===== src/rtl/timer_pkg.sv =====
`default_nettype none
// ============================================================================
// Module   : timer_pkg
// Brief    : Shared types and constants for the stopwatch controller slice.
// Revision : 1.0 - initial release
// ============================================================================
package timer_pkg;

    localparam int DIGITS  = 8;
    localparam int DIGIT_W = 4;

    localparam logic [DIGITS*DIGIT_W-1:0] ALL_NINES = 32'h9999_9999;

    typedef enum logic [1:0] {
        IDLE  = 2'd0,
        RUN   = 2'd1,
        PAUSE = 2'd2
    } state_t;

endpackage
`default_nettype wire


===== src/rtl/tick_prescaler.sv =====
`default_nettype none
// ============================================================================
// Module   : tick_prescaler
// Brief    : Modulo-TICK_DIV counter with count/hold/zero control and a
//            combinational terminal-count strobe.
// Revision : 1.0 - initial release
// ============================================================================
module tick_prescaler #(
    parameter int TICK_DIV = 50000000,
    parameter int PW       = $clog2(TICK_DIV)
) (
    input  logic clk,
    input  logic reset,
    input  logic count,
    input  logic hold,
    input  logic zero,
    output logic tc
);

    localparam logic [PW-1:0] c_last_count = PW'(TICK_DIV - 1);

    logic [PW-1:0] r_cnt;

    // zero has priority so a clear on a pause edge wins over the held value
    always_ff @(posedge clk) begin
        if (!reset) begin
            r_cnt <= '0;
        end else if (zero) begin
            r_cnt <= '0;
        end else if (count && !hold) begin
            r_cnt <= (r_cnt == c_last_count) ? '0 : r_cnt + PW'(1);
        end
    end

    assign tc = (r_cnt == c_last_count);

endmodule
`default_nettype wire


===== src/rtl/stopwatch_ctrl.sv =====
`default_nettype none
// ============================================================================
// Module   : stopwatch_ctrl
// Brief    : Run/pause/clear/lap controller for the 8-digit BCD timer.
// Revision : 1.0 - initial release
// ============================================================================
module stopwatch_ctrl
    import timer_pkg::*;
#(
    parameter int TICK_DIV = 50000000,
    parameter int PW       = $clog2(TICK_DIV)
) (
    input  logic        clk,
    input  logic        reset,
    input  logic        btn_ss,
    input  logic        btn_clr,
    input  logic        btn_lap,
    input  logic [31:0] cnt_in,
    output logic        one_sec,
    output logic        timer_clr_n,
    output logic        running,
    output logic        lap_hold,
    output logic [31:0] disp,
    output logic        ovf
);

    state_t      r_state;
    logic        r_ss_q;
    logic        r_clr_q;
    logic        r_lap_q;
    logic        r_armed;
    logic        r_one_sec;
    logic        r_clr_n;
    logic        r_lap_hold;
    logic [31:0] r_disp;
    logic        r_ovf;

    logic w_press_ss;
    logic w_press_clr;
    logic w_press_lap;
    logic w_clear;
    logic w_tc;

    // r_armed masks the first cycle after reset so a held button is not a press
    assign w_press_ss  = btn_ss  & ~r_ss_q  & r_armed;
    assign w_press_clr = btn_clr & ~r_clr_q & r_armed;
    assign w_press_lap = btn_lap & ~r_lap_q & r_armed;

    assign w_clear = w_press_clr &
                     (((r_state == IDLE) && !w_press_ss) || (r_state == PAUSE));

    tick_prescaler #(
        .TICK_DIV (TICK_DIV),
        .PW       (PW)
    ) u_prescaler (
        .clk   (clk),
        .reset (reset),
        .count (r_state == RUN),
        .hold  (r_state == PAUSE),
        .zero  ((r_state == IDLE) || ((r_state == PAUSE) && w_press_clr)),
        .tc    (w_tc)
    );

    always_ff @(posedge clk) begin
        if (!reset) begin
            r_state    <= IDLE;
            r_ss_q     <= 1'b0;
            r_clr_q    <= 1'b0;
            r_lap_q    <= 1'b0;
            r_armed    <= 1'b0;
            r_one_sec  <= 1'b0;
            r_clr_n    <= 1'b0;
            r_lap_hold <= 1'b0;
            r_disp     <= '0;
            r_ovf      <= 1'b0;
        end else begin
            r_armed   <= 1'b1;
            r_ss_q    <= btn_ss;
            r_clr_q   <= btn_clr;
            r_lap_q   <= btn_lap;
            r_one_sec <= (r_state == RUN) && w_tc;
            r_clr_n   <= ~w_clear;

            if (!r_lap_hold) begin
                r_disp <= cnt_in;
            end

            if (w_clear) begin
                r_ovf <= 1'b0;
            end else if (r_one_sec && (cnt_in == ALL_NINES)) begin
                r_ovf <= 1'b1;
            end

            case (r_state)
                IDLE: begin
                    if (w_press_ss) begin
                        r_state <= RUN;
                    end
                end
                RUN: begin
                    if (w_press_ss) begin
                        r_state <= PAUSE;
                    end
                    if (w_press_lap) begin
                        r_lap_hold <= ~r_lap_hold;
                    end
                end
                PAUSE: begin
                    if (w_press_clr) begin
                        r_state    <= IDLE;
                        r_lap_hold <= 1'b0;
                    end else begin
                        if (w_press_ss) begin
                            r_state <= RUN;
                        end
                        if (w_press_lap) begin
                            r_lap_hold <= 1'b0;
                        end
                    end
                end
                default: r_state <= IDLE;
            endcase
        end
    end

    assign one_sec     = r_one_sec;
    assign timer_clr_n = r_clr_n;
    assign running     = (r_state == RUN);
    assign lap_hold    = r_lap_hold;
    assign disp        = r_disp;
    assign ovf         = r_ovf;

endmodule
`default_nettype wire


===== config.mk =====
export PLATFORM = sky130hd
export DESIGN_NAME = stopwatch_ctrl
export DESIGN_NICKNAME = d
export VERILOG_FILES = /design/src/rtl/timer_pkg.sv /design/src/rtl/tick_prescaler.sv /design/src/rtl/stopwatch_ctrl.sv
export SDC_FILE = /design/constraint.sdc
export NUM_CORES = 1
export LEC_CHECK = 0
export CORE_MARGIN = 2
export CORE_UTILIZATION = 35
export CTS_BUF_LIST = sky130_fd_sc_hd__clkbuf_2 sky130_fd_sc_hd__clkbuf_4 sky130_fd_sc_hd__clkbuf_8
export CTS_CLUSTER_SIZE = 40
export DETAILED_ROUTE_END_ITERATION = 16
export GPL_ROUTABILITY_DRIVEN = 0
export SYNTH_ARGS = -nofsm -noshare
export SYNTH_HDL_FRONTEND = slang
export SYNTH_SLANG_ARGS = --single-unit

===== constraint.sdc =====
create_clock -name clk -period 1.9 [get_ports clk]
set_input_delay 0.285 -clock clk [delete_from_list [all_inputs] [get_ports clk]]
set_output_delay 0.285 -clock clk [all_outputs]
set_load 0.02 [all_outputs]

==> qor.log, run 1 <==
qor: outcome.outcome completed
qor: critical_path.crit_type flip-flop to flip-flop
qor: synth.synthFlopType sky130_fd_sc_hd__dfxtp_1
qor: synth.count_of_flip_flops_with_a_built_in_enable_after_synthesis 0
qor: synth.async_reset_ff_frac 0
qor: flow_run.maximum_capacitance_violations 0
qor: power_and_ir_drop.vdd_drop_max 334 uV
qor: synth.synthCells 308
qor: synth.number_of_register_bits_inferred_by_synthesis 68
qor: synth.synth_seq_area_share 0.467
qor: worst_hold_path.hold_start ovf
qor: routing.route.vias.total 2,474
qor: cts.clk_transition_reported_paths 70 ps
qor: cts.ctsLongestPathBuffers 2
qor: synth.post_synthesis_instance_area 2920 sq um
qor: critical_path.reg2reg_depth 4
qor: routing.routedWlPerCell 13.7 microns
qor: grt.global_route_wire_length_before_repair 11.1 mm
qor: cts.ctsResizeCount 2
qor: die.i_o_pin_count 74
qor: finish.finalCoreUtilization 0.492
qor: critical_path.cp_max_fo 11
qor: cts.clk_latency 350 ps
qor: grt.track_usage 0.157
qor: routing.detail_route.first_pass.iterations 4
qor: timing.final_period_util 0.935
qor: critical_path.r2r_setup_slack 120 ps
qor: die.initial_utilization 0.359
qor: timing.hold_violations 0
qor: finish.most_frequent_standard_cell_in_the_layout_excluding_fill_and_tap_cells sky130_fd_sc_hd__clkdlybuf4s50_1
qor: critical_path.critical_path_arrival 2050 ps
qor: timing.drv_slew 0
qor: synth.synth.yosys.warnings 0
qor: cts.postCtsHoldBufs 0
qor: critical_path.required 2180 ps
qor: cts.number_of_sinks_handled_by_clock_tree_synthesis 68
qor: finish.finish.net_count 423
qor: critical_path.worstSetupEndpointType flip-flop
qor: grt.first_global_vias 2,286
qor: routing.antenna_violating_nets_post_route 0
qor: worst_hold_path.holdCritPathClass flip-flop to flip-flop
qor: power_and_ir_drop.leakage 0.00139 uW
qor: routing.drcViolationCount 0
qor: cts.tritoncts yes
qor: synth.synth_fp_nets 346
qor: routing.finalWirelength 6.78 mm
qor: die.core_area 8130 sq um
qor: grt.initial_antenna_violation_count 0
qor: die.row_count 33
qor: placed_design.port_buffers 73
qor: timing.timing.max_slew.rel_slack 0.618
qor: routing.first_iter_violations 62
qor: timing.timing.final.crit_period 1780 ps
qor: worst_hold_path.hold_path_end ovf
qor: placed_design.dp.final_hpwl 4.88 mm
qor: critical_path.worst_r2r_endpoint u_prescaler.r_cnt[25]
qor: timing.final_setup_violation_count 0
qor: synth.synth.top_cells.by_area sky130_fd_sc_hd__dfxtp_1 (47%), sky130_fd_sc_hd__mux2i_1 (11%), sky130_fd_sc_hd__nor2_1 (6.4%)
qor: finish.diodes 0
qor: timing.finClkSkew 7.15 ps
qor: grt.final_global_route_overflow_total 0
qor: synth.yosys.area.top_type_share 0.467
qor: synth.yosysUniqueCellTypes 41
qor: timing.max_freq 563 MHz
qor: synth.syn-mean-instance-area 9.47 sq um
qor: die.chipWidth 95.3 microns
qor: die.dieArea 9080 sq um
qor: routing.viasPerCell 5.00
qor: critical_path.worstSetupStartpointType flip-flop
qor: power_and_ir_drop.design_power 3370 uW
qor: cts.number_of_buffers_inserted_during_clock_tree_synthesis 9
qor: timing.grt_setup_unrepaired no
qor: timing.fin_setup_tns 0 ps
qor: cts.clock-root-buffer sky130_fd_sc_hd__clkbuf_8
qor: die.die-height 95.3 microns
qor: grt.grt_start_max_net_pins 36
qor: synth.synth_top_area_cell sky130_fd_sc_hd__dfxtp_1
qor: cts.cts.htree.levels 3
qor: critical_path.worstSetupStartpoint u_prescaler.r_cnt[7]
qor: cts.postCtsSetupRepairBufs 0
qor: timing.worst_pin_slew 573 ps
qor: finish.layout_common_cells sky130_fd_sc_hd__clkdlybuf4s50_1 (72), sky130_fd_sc_hd__dfxtp_1 (67), sky130_fd_sc_hd__nor2_1 (50)
qor: finish.final_layout_size_suffix_gt1_frac 0.0949
qor: worst_hold_path.worstHoldPathCells 1
qor: finish.area_delta_synth_final 37.1%
qor: critical_path.startpoint_of_the_most_critical_register_to_register_path u_prescaler.r_cnt[7]
qor: power_and_ir_drop.p_per_area 843 nW/um^2
==> how the worst max path moves through the flow <==
stage | depth (start not counted) | slack, ps | endpoint
6_report | 4 | 120 | u_prescaler.r_cnt[25]
5_1_grt | 4 | 4 | u_prescaler.r_cnt[25]
4_1_cts | 4 | 120 | u_prescaler.r_cnt[25]
3_5_place_dp | 5 | 50 | ovf
3_3_place_gp | 5 | 70 | ovf
2_1_floorplan | 6 | 220 | u_prescaler.r_cnt[22]
==> through the flow <==
stage,hold WS (ps),instances,worst slack [ps],cell area (sq um)
after floorplan,313,308,219,2920
final,481,495,124,4000
after CTS,482,495,124,4000
after global placement,457,479,72.1,3750
after global routing,514,495,3.97,4000
after detailed placement,466,479,48.2,3750
==> layout make-up <==
type | count | area [sq um]
Fill cell | 799 | 4130
Multi-Input combinational cell | 219 | 1420
Tap cell | 105 | 131
Sequential cell | 68 | 1360
Timing Repair Buffer | 85 | 832
Inverter | 2 | 7.51
Clock inverter | 6 | 111
Clock buffer | 10 | 138
==> where the power goes <==
part | leakage, uW | switching [uW] | internal [uW]
Clock | 0.000122 | 564 | 907
Sequential | 0.000559 | 24.5 | 1480
Combinational | 0.000709 | 188 | 212
Total | 0.00139 | 776 | 2600
==> metal layers <==
layer | track usage | wire (microns) | vias to the layer above | part of all wire
met5 | 0 | 0 | - | 0
met4 | 0.0580 | 91 | 0 | 0.013
met2 | 0.232 | 2820 | 91 | 0.42
met1 | 0.215 | 3220 | 1120 | 0.47
li1 | - | - | 1254 | -
met3 | 0.0498 | 655 | 9 | 0.097
==> critical path, stage by stage (launching register included) <==
cell and delay, ps:
sky130_fd_sc_hd__dfxtp_1 400, sky130_fd_sc_hd__and4_1 300, sky130_fd_sc_hd__nand4_2 290, sky130_fd_sc_hd__or4_1 570, sky130_fd_sc_hd__a21oi_1 140
==> registers in the layout, indices dropped and copies added (netlist names) <==
register           count
disp                  32
u_prescaler.r_cnt     26
r_state                2
lap_hold               1
one_sec                1
ovf                    1
r_armed                1
r_clr_q                1
r_lap_q                1
r_ss_q                 1
timer_clr_n            1
==> cells in the mapped netlist, types with 2 or more instances <==
cell,n
sky130_fd_sc_hd__mux2i_1,33
sky130_fd_sc_hd__nand2_1,15
sky130_fd_sc_hd__nor4_1,3
sky130_fd_sc_hd__a21oi_1,18
sky130_fd_sc_hd__nor2_1,50
sky130_fd_sc_hd__and2_1,6
sky130_fd_sc_hd__and3_1,2
sky130_fd_sc_hd__and4_1,4
sky130_fd_sc_hd__xor2_1,10
sky130_fd_sc_hd__buf_2,4
sky130_fd_sc_hd__o31ai_1,7
sky130_fd_sc_hd__buf_4,3
sky130_fd_sc_hd__clkbuf_1,6
sky130_fd_sc_hd__o21ai_0,11
sky130_fd_sc_hd__nand3_1,9
sky130_fd_sc_hd__dfxtp_1,68
sky130_fd_sc_hd__o21a_1,3
sky130_fd_sc_hd__buf_6,6
sky130_fd_sc_hd__and3b_1,2
sky130_fd_sc_hd__or3_1,7
sky130_fd_sc_hd__nand4_1,12
sky130_fd_sc_hd__nor4bb_1,4
sky130_fd_sc_hd__or4_1,7
==> kinds of logic (layout without fill, tap and decap cells) <==
family | count (synthesis) | in the layout | share of synthesized area
mux | 33 | 33 | 0.113
xor+xnor | 11 | 11 | 0.0330
compound gates | 41 | 41 | 0.0828
fa+ha+maj | 1 | 1 | 0.00429
flops | 68 | 68 | 0.467
simple gates | 133 | 133 | 0.252
buf+inv | 21 | 103 | 0.0480
Note: power is estimated with default switching activity, not from simulation.
==> inputs of run 2 (changes only) <==
Clock period 1.9 ns to 1.63 ns, I/O delays scaled along.
==> qor.log, run 2 (synthesis gave the netlist of run 1 again) <==
qor: outcome.outcome completed [unchanged]
qor: cts.clock-root-buffer sky130_fd_sc_hd__clkbuf_8 [unchanged]
qor: flow_run.maximum_capacitance_violations 0 [unchanged]
qor: timing.drv_slew 0 [unchanged]
qor: timing.worst_pin_slew 368 ps [was 573 ps]
qor: timing.grt_setup_unrepaired yes [was no]
qor: critical_path.critical_path_arrival 1900 ps [was 2050 ps]
qor: routing.first_iter_violations 62 [unchanged]
qor: critical_path.cp_max_fo 7 [was 11]
qor: placed_design.post_dp_cell_area 4000 sq um [was 3750 sq um]
qor: timing.final_setup_violation_count 0 [unchanged]
qor: critical_path.path_cells and4b_2, buf_8, nand4_4, or4_4, a21oi_1 [was and4_1, nand4_2, or4_1, a21oi_1]
qor: cts.ctsLongestPathBuffers 2 [unchanged]
qor: cts.clk_latency 340 ps [was 350 ps]
qor: die.initial_utilization 0.359 [unchanged]
qor: die.die-height 95.3 microns [unchanged]
qor: routing.drcViolationCount 0 [unchanged]
qor: die.dieArea 9080 sq um [unchanged]
qor: finish.max_reg_flops 32 [unchanged]
qor: routing.route.vias.total 2,658 [was 2,474]
qor: power_and_ir_drop.vdd_drop_max 389 uV [was 334 uV]
qor: finish.final_layout_size_suffix_gt1_frac 0.236 [was 0.0949]
qor: timing.final_period_util 0.998 [was 0.935]
qor: timing.fin_setup_tns 0 ps [unchanged]
qor: placed_design.numPlacedInstances 511 [was 479]
qor: worst_hold_path.worstHoldPathCells 1 [unchanged]
qor: critical_path.crit_type flip-flop to flip-flop [unchanged]
qor: grt.track_usage 0.165 [was 0.157]
qor: finish.filler_cell_count 752 [was 799]
qor: routing.antenna_violating_nets_post_route 0 [unchanged]
qor: critical_path.r2r_setup_slack 3 ps [was 120 ps]
qor: cts.tritoncts yes [unchanged]
qor: critical_path.worstSetupEndpointType flip-flop [unchanged]
qor: critical_path.worst_path_max_delay_cell sky130_fd_sc_hd__or4_4 [was sky130_fd_sc_hd__or4_1]
qor: critical_path.worstSetupStartpoint r_state[1] [was u_prescaler.r_cnt[7]]
qor: critical_path.required 1900 ps [was 2180 ps]
qor: critical_path.worstSetupStartpointType flip-flop [unchanged]
qor: timing.finClkSkew 7.74 ps [was 7.15 ps]
qor: routing.finalWirelength 7.47 mm [was 6.78 mm]
qor: placed_design.port_buffers 73 [unchanged]
qor: timing.final_critical_path_setup_slack 3.08 ps [was 124 ps]
qor: die.chipWidth 95.3 microns [unchanged]
qor: timing.hold_violations 0 [unchanged]
qor: cts.number_of_sinks_handled_by_clock_tree_synthesis 68 [unchanged]
qor: timing.timing.max_slew.rel_slack 0.755 [was 0.618]
qor: die.row_count 33 [unchanged]
qor: placed_design.post_placement_worst_setup_slack -367 ps [was 48.2 ps]
qor: timing.max_freq 615 MHz [was 563 MHz]
qor: routing.detail_route.first_pass.iterations 4 [unchanged]
qor: finish.final_area 4470 sq um [was 4000 sq um]
qor: routing.viasPerCell 4.95 [was 5.00]
qor: power_and_ir_drop.leakage 0.00165 uW [was 0.00139 uW]
qor: finish.area_delta_synth_final 53.1% [was 37.1%]
qor: timing.timing.final.crit_period 1630 ps [was 1780 ps]
qor: grt.grt_start_max_net_pins 35 [was 36]
qor: worst_hold_path.hold_start ovf [unchanged]
qor: finish.most_frequent_standard_cell_in_the_layout_excluding_fill_and_tap_cells sky130_fd_sc_hd__clkdlybuf4s50_1 [unchanged]
qor: worst_hold_path.holdCritPathClass flip-flop to flip-flop [unchanged]
qor: cts.clk_transition_reported_paths 70 ps [about the same]
qor: critical_path.reg2reg_depth 5 [was 4]
qor: finish.finish.net_count 466 [was 423]
qor: finish.diodes 0 [unchanged]
qor: power_and_ir_drop.p_per_area 910 nW/um^2 [was 843 nW/um^2]
qor: cts.cts.htree.levels 3 [unchanged]
qor: die.i_o_pin_count 74 [unchanged]
qor: grt.first_global_vias 2,458 [was 2,286]
qor: power_and_ir_drop.design_power 4070 uW [was 3370 uW]
qor: finish.finish.cell_count_without_fillers 537 [was 495]
qor: routing.routedWlPerCell 13.9 microns [was 13.7 microns]
qor: grt.initial_antenna_violation_count 0 [unchanged]
qor: critical_path.maximum_cell_stage_delay_along_the_critical_path 540 ps [was 570 ps]
qor: die.core_area 8130 sq um [unchanged]
qor: grt.global_route_wire_length_before_repair 11.7 mm [was 11.1 mm]
qor: placed_design.dp.final_hpwl 5.09 mm [was 4.88 mm]
qor: grt.final_global_route_overflow_total 0 [unchanged]
qor: critical_path.startpoint_of_the_most_critical_register_to_register_path r_state[1] [was u_prescaler.r_cnt[7]]
qor: finish.layout_common_cells sky130_fd_sc_hd__clkdlybuf4s50_1 (72), sky130_fd_sc_hd__dfxtp_1 (58), sky130_fd_sc_hd__nor2_1 (50) [was sky130_fd_sc_hd__clkdlybuf4s50_1 (72), sky130_fd_sc_hd__dfxtp_1 (67), sky130_fd_sc_hd__nor2_1 (50)]
qor: cts.number_of_buffers_inserted_during_clock_tree_synthesis 9 [unchanged]
run 2: changes by cell type in the layout (fill, tap and decap cells not counted), moves of 3 or more:
cell	change
sky130_fd_sc_hd__dfxtp_2	+9
sky130_fd_sc_hd__dfxtp_1	-9
sky130_fd_sc_hd__or4_4	+3
sky130_fd_sc_hd__buf_4	+37
sky130_fd_sc_hd__or4_1	-3
run 2: cell type report:
class,instances,area [sq um],share of cell area
repair buffers,126,1170,0.262
inverters,2,7.51,0.00168
clock buffers,9,124,0.0277
multi-input cells,221,1520,0.341
clock inverters,6,138,0.0308
flip-flops and latches,68,1370,0.308
well taps,105,131,0.0294
run 2: report_power, final:
group / internal, uW / leakage (uW) / switching, uW
combinational: 274 / 0.000952 / 228
sequential: 1720 / 0.000564 / 27.3
clock: 1170 / 0.000129 / 647
total: 3160 / 0.00165 / 903
run 2: final timing paths:
path | end
min reg2reg | ovf
max | u_prescaler.r_cnt[19]
min | ovf
max reg2reg | u_prescaler.r_cnt[19]
run 2: routing by layer:
layer	track usage	share of wire	vias to the layer above
met3	0.0490	0.085	6
met2	0.257	0.43	83
li1	-	-	1346
met4	0.0495	0.0068	0
met5	0	0	-
met1	0.222	0.47	1223
run 2: through the flow:
stage,hold slack (ps),utilization
final,481,0.549
after global routing,482,0.549
after CTS,480,0.542
after detailed placement,463,0.492
after global placement,452,0.492
after floorplan,272,-
run 2: critical path, delay by kind of cell (launching register included):
kind / cells / cell delay [ps]
compound gates: 1 / 140
buf+inv: 1 / 150
flops: 1 / 320
simple gates: 3 / 960
run 2: repair_timing:
item                                    CTS  global route
hold buffers                              0             0
gates cloned                              2             0
hold endpoints to repair                  0             0
endpoints found under the setup margin   25            25
buffers inserted                          9             0
gates resized for setup                  14            21
pin swaps                                 4             8
==> inputs of run 3 (changes only) <==
Settings changed: CORE_MARGIN 2 to unset.
==> qor.log, run 3 (synthesis gave the netlist of run 1 again) <==
qor: cts.number_of_buffers_inserted_during_clock_tree_synthesis 9 [unchanged]
qor: timing.hold_violations 0 [unchanged]
qor: power_and_ir_drop.design_power 4020 uW [was 4070 uW]
qor: grt.globalRouteMet2Util 0.294 [was 0.257]
qor: routing.drcViolationCount 0 [unchanged]
qor: worst_hold_path.hold_start ovf [unchanged]
qor: worst_hold_path.hold_path_end ovf [unchanged]
qor: cts.cts.htree.levels 3 [unchanged]
qor: worst_hold_path.holdCritPathClass flip-flop to flip-flop [unchanged]
qor: die.core_area 7890 sq um [was 8130 sq um]
qor: power_and_ir_drop.p_per_area 883 nW/um^2 [was 910 nW/um^2]
qor: finish.final_layout_size_suffix_gt1_frac 0.256 [was 0.236]
qor: outcome.outcome finished with violations [was completed]
qor: cts.clk_transition_reported_paths 80 ps [was 70 ps]
qor: cts.ctsLongestPathBuffers 2 [unchanged]
qor: timing.max_freq 601 MHz [was 615 MHz]
qor: finish.most_frequent_standard_cell_in_the_layout_excluding_fill_and_tap_cells sky130_fd_sc_hd__clkdlybuf4s50_1 [unchanged]
qor: power_and_ir_drop.leakage 0.00170 uW [was 0.00165 uW]
qor: finish.filler_cell_count 706 [was 752]
qor: finish.final_area 4550 sq um [was 4470 sq um]
qor: timing.worst_pin_slew 406 ps [was 368 ps]
qor: critical_path.critical_path_arrival 1940 ps [was 1900 ps]
qor: finish.finish.net_count 474 [was 466]
qor: flow_run.maximum_capacitance_violations 0 [unchanged]
qor: grt.track_usage 0.180 [was 0.165]
qor: timing.finClkSkew 4.02 ps [was 7.74 ps]
qor: routing.first_iter_violations 65 [was 62]
qor: finish.diodes 0 [unchanged]
qor: critical_path.crit_type flip-flop to flip-flop [unchanged]
qor: critical_path.required 1900 ps [about the same]
qor: critical_path.worstSetupEndpointType flip-flop [unchanged]
qor: critical_path.maximum_cell_stage_delay_along_the_critical_path 540 ps [about the same]
qor: routing.antenna_violating_nets_post_route 0 [unchanged]
qor: cts.tritoncts yes [unchanged]
qor: grt.final_global_route_overflow_total 0 [unchanged]
qor: power_and_ir_drop.vdd_drop_max 431 uV [was 389 uV]
qor: critical_path.worst_path_max_delay_cell sky130_fd_sc_hd__or4_4 [unchanged]
qor: grt.grt_start_max_net_pins 21 [was 35]
qor: grt.groute.layer.met1.usage 0.227 [was 0.222]
qor: critical_path.startpoint_of_the_most_critical_register_to_register_path r_state[1] [unchanged]
qor: die.i_o_pin_count 74 [unchanged]
qor: cts.postCtsHoldBufs 0 [unchanged]
qor: placed_design.post_dp_cell_area 3980 sq um [was 4000 sq um]
qor: finish.multiInputGateArea 1560 sq um [was 1520 sq um]
qor: timing.final_critical_path_setup_slack -33.0 ps [was 3.08 ps]
qor: timing.final_period_util 1.02 [was 0.998]
qor: timing.final_setup_violation_count 4 [was 0]
qor: finish.max_reg_flops 32 [unchanged]
qor: grt.global_route_wire_length_before_repair 12.2 mm [was 11.7 mm]
qor: critical_path.r2r_setup_slack -30 ps [was 3 ps]
qor: routing.route.vias.total 2,716 [was 2,658]
qor: cts.clk_latency 340 ps [about the same]
qor: cts.clock-root-buffer sky130_fd_sc_hd__clkbuf_8 [unchanged]
qor: timing.timing.final.crit_period 1660 ps [was 1630 ps]
qor: placed_design.port_buffers 73 [unchanged]
qor: cts.number_of_sinks_handled_by_clock_tree_synthesis 68 [unchanged]
qor: critical_path.cp_max_fo 6 [was 7]
qor: critical_path.reg2reg_depth 5 [unchanged]
qor: critical_path.worst_r2r_endpoint u_prescaler.r_cnt[23] [was u_prescaler.r_cnt[19]]
qor: worst_hold_path.worstHoldPathCells 1 [unchanged]
qor: timing.drv_slew 0 [unchanged]
qor: grt.initial_antenna_violation_count 0 [unchanged]
qor: timing.whs 466 ps [was 481 ps]
qor: outcome.failed_checks negative setup slack
qor: die.die-height 93.3 microns [was 95.3 microns]
qor: timing.grt_setup_unrepaired yes [unchanged]
qor: routing.routedWlPerCell 14.3 microns [was 13.9 microns]
qor: placed_design.numPlacedInstances 508 [was 511]
qor: timing.timing.max_slew.rel_slack 0.726 [was 0.755]
qor: placed_design.dp.final_hpwl 5.22 mm [was 5.09 mm]
qor: finish.finish.cell_count_without_fillers 543 [was 537]
qor: critical_path.path_cells and4b_2, buf_8, nand4_4, or4_4, a21oi_2 [was and4b_2, buf_8, nand4_4, or4_4, a21oi_1]
qor: die.chipWidth 93.3 microns [was 95.3 microns]
qor: finish.ff_latch_area 1370 sq um [about the same]
qor: die.initial_utilization 0.370 [was 0.359]
qor: die.row_count 32 [was 33]
qor: finish.layout_common_cells sky130_fd_sc_hd__clkdlybuf4s50_1 (72), sky130_fd_sc_hd__dfxtp_1 (63), sky130_fd_sc_hd__buf_4 (53) [was sky130_fd_sc_hd__clkdlybuf4s50_1 (72), sky130_fd_sc_hd__dfxtp_1 (58), sky130_fd_sc_hd__nor2_1 (50)]
qor: routing.detail_route.first_pass.iterations 4 [unchanged]
qor: finish.finalCoreUtilization 0.577 [was 0.549]
qor: die.dieArea 8710 sq um [was 9080 sq um]
qor: critical_path.worstSetupStartpointType flip-flop [unchanged]
qor: grt.first_global_vias 2,574 [was 2,458]
qor: finish.area_delta_synth_final 56.0% [was 53.1%]
qor: grt.grt_most_used_layer met2 [unchanged]
qor: routing.finalWirelength 7.75 mm [was 7.47 mm]
qor: grt.grt_met3_usage 0.0480 [was 0.0490]
qor: routing.viasPerCell 5.00 [was 4.95]
[run 3: worst max-delay path, delay by kind of cell (launching register included)]
family	cells	cell delay (ps)
compound gates	1	140
simple gates	3	1000
buf+inv	1	140
flops	1	320
[run 3: worst max-delay path by stage]
| stage | slack [ps] | start | cells after the start | endpoint |
|---|---|---|---|---|
| after floorplan | 4 | r_state[1] | 6 | u_prescaler.r_cnt[21] |
| after global placement | -330 | u_prescaler.r_cnt[13] | 4 | u_prescaler.r_cnt[11] |
| after detailed placement | -360 | u_prescaler.r_cnt[13] | 4 | u_prescaler.r_cnt[9] |
| after CTS | -30 | r_state[1] | 5 | u_prescaler.r_cnt[23] |
| after global routing | -90 | u_prescaler.r_cnt[13] | 5 | u_prescaler.r_cnt[25] |
| final | -30 | r_state[1] | 5 | u_prescaler.r_cnt[23] |
[run 3: where the power goes]
group	total, uW	internal [uW]	switching, uW
combinational	502	272	231
clock	1770	1110	663
sequential	1750	1720	27.3
[run 3: cell type report]
class,instances,share of cell area
clock buffers,11,0.0333
clock inverters,5,0.0236
inverters,2,0.00165
multi-input cells,221,0.342
flip-flops and latches,68,0.300
well taps,102,0.0280
repair buffers,134,0.271
[run 3: repair_timing]
item / in CTS / in global routing
setup endpoints to repair: 25 / 25
pin swaps: 5 / 8
gates resized for setup: 13 / 29
gates cloned: 2 / 0
setup buffers: 4 / 13
[run 3: through the flow]
step / setup slack, ps / setup TNS (ps)
2_1_floorplan: 3.77 / 0
3_3_place_gp: -333 / -7800
3_5_place_dp: -357 / -8220
4_1_cts: -26.5 / -26.5
5_1_grt: -87.6 / -608
6_report: -33.0 / -96.7
[run 3: metal layers]
metal,vias to the layer above,wire [microns]
met1,1272,3560
met4,0,87
met5,-,0
met2,71,3580
met3,9,518
li1,1364,-
==> patch: new RTL, config.mk and constraints of run 3 <==
`TICK_DIV` is set to 50000000 in 2 places; all go to 25000000.
--- a/src/rtl/tick_prescaler.sv
+++ b/src/rtl/tick_prescaler.sv
@@ -6,7 +6,7 @@
 // Revision : 1.0 - initial release
 // ============================================================================
 module tick_prescaler #(
-    parameter int TICK_DIV = 50000000,
+    parameter int TICK_DIV = 25000000,
     parameter int PW       = $clog2(TICK_DIV)
 ) (
     input  logic clk,
--- a/src/rtl/stopwatch_ctrl.sv
+++ b/src/rtl/stopwatch_ctrl.sv
@@ -7,7 +7,7 @@
 module stopwatch_ctrl
     import timer_pkg::*;
 #(
-    parameter int TICK_DIV = 50000000,
+    parameter int TICK_DIV = 25000000,
     parameter int PW       = $clog2(TICK_DIV)
 ) (
     input  logic        clk,
Formal check against the unedited RTL: no difference found for any inputs over 10 cycles, from zero or initial values and one cycle with reset low; that may be too few to reach the edited logic, so the function may still have changed.
==> patch against run 3 <==
- area after synthesis up 3.3%
- power shrank 13%
- via count fell by 4.0%
- cell area fell by 3.5%
- wire length decreased by 6.1%
- sequential cell count fell by 1
- setup slack gained 0.056 ns
- largest cell class unchanged
- largest power group is now sequential cells
==> patch: results (changes against run 3) <==
status: finished clean (was finished, violations left)
DRT met1 WL: 3400 um (was 3560 um)
layout cells sized above 1: 21.5% (was 25.6%)
Post-layout nets: 446 (was 474)
CTS Buf Count: 9 (unchanged)
Pleak: 1.57 nW (was 1.70 nW)
Unique masters post-synth: 47 (was 41)
Critical Path AT: 1.86 ns (was 1.94 ns)
Post-Syn Nets: 338 (was 346)
FMAX: 622 MHz (was 601 MHz)
Syn Inst Count: 300 (was 308)
cell total after placement: 500 (was 508)
largest net degree at the start of global routing: 38 (was 21)
CP Max Fanout: 6 (unchanged)
first-pass GRT wire length: 12000 um (was 12200 um)
top cells by area, synth: dfxtp_1, mux2i_1, nor2b_1 (was dfxtp_1, mux2i_1, nor2_1)
met2 WL: 3360 um (was 3580 um)
Post-CTS Setup Inserts: 0 (was 4)
M1 GR Usage: 21.9% (was 22.7%)
HPWL after detailed placement: 5240 um (was 5220 um)
Post-CTS Resized: 4 (was 13)
met2 usage: 26.7% (was 29.4%)
Vias/cell: 5.03 (was 5.00)
mux contribution to synthesized area: 11.0% (was 11.3%)
P_sw: 0.855 mW (was 0.921 mW)
Initial DRC Count: 102 (was 65)
slowest stage delay, CP: 0.51 ns (was 0.54 ns)
XOR/XNOR Fraction of Synth Area: 3.20% (was 3.30%)
Tightest Pin Transition: 0.374 ns (was 0.406 ns)
clock-net power: 1.29 mW (was 1.77 mW)
Routed WL: 7270 um (was 7750 um)
hold_ws: 0.484 ns (was 0.466 ns)
Post-Synth Adder-Cell Area: 0.415% (was 0.429%)
grt met3 use: 6.28% (was 4.80%)
Commonest cells post-synth: dfxtp_1, mux2i_1, nor2b_1 (was dfxtp_1, nor2_1, mux2i_1)
CP Capture Point: u_prescaler.r_cnt[23]$_SDFFE_PP0P_ (unchanged)
worst r2r src: u_prescaler.r_cnt[0]$_SDFFE_PP0P_ (was r_state[1]$_SDFFE_PN0P_)
Worst R2R Setup Slack: 0.02 ns (was -0.03 ns)
final setup skew: 0.00958 ns (was 0.00402 ns)
sequential share of the synthesized area: 44.5% (was 46.7%)
via count: 2607 (was 2716)
Area after DPL: 4100 sq um (was 3980 sq um)
## patch: changes by cell type after synthesis, moves of 5 or more
cell	change
a211oi_1	+10
a21oi_1	-17
buf_6	-5
nand4_1	-5
nor2_1	-46
nor2b_1	+32
nor3_1	+11
## patch: worst register-to-register path: cells and delay by family (launching register included)
kind / cells / cell delay [ns]
AO/OA/AOI/OAI: 1 / 0.21
flip-flops: 1 / 0.38
AND/OR/NAND/NOR: 3 / 0.94
## patch: cell families (layout without fill, tap and decap cells)
logic type | count (synthesis) | count (layout)
adder cells (fa/ha/maj) | 1 | 1
XOR/XNOR | 11 | 11
AND/OR/NAND/NOR | 129 | 129
AO/OA/AOI/OAI | 38 | 38
flip-flops | 67 | 67
buffers and inverters | 21 | 134
multiplexers | 33 | 33
## patch: final cells by class
class / count / area (sq um)
tap: 105 / 131
timing repair buffer: 115 / 1060
clock buffer: 14 / 174
multi-input combinational: 212 / 1650
sequential: 67 / 1350
inverter: 3 / 11.3
clock inverter: 2 / 10.0
fill: 761 / 3870
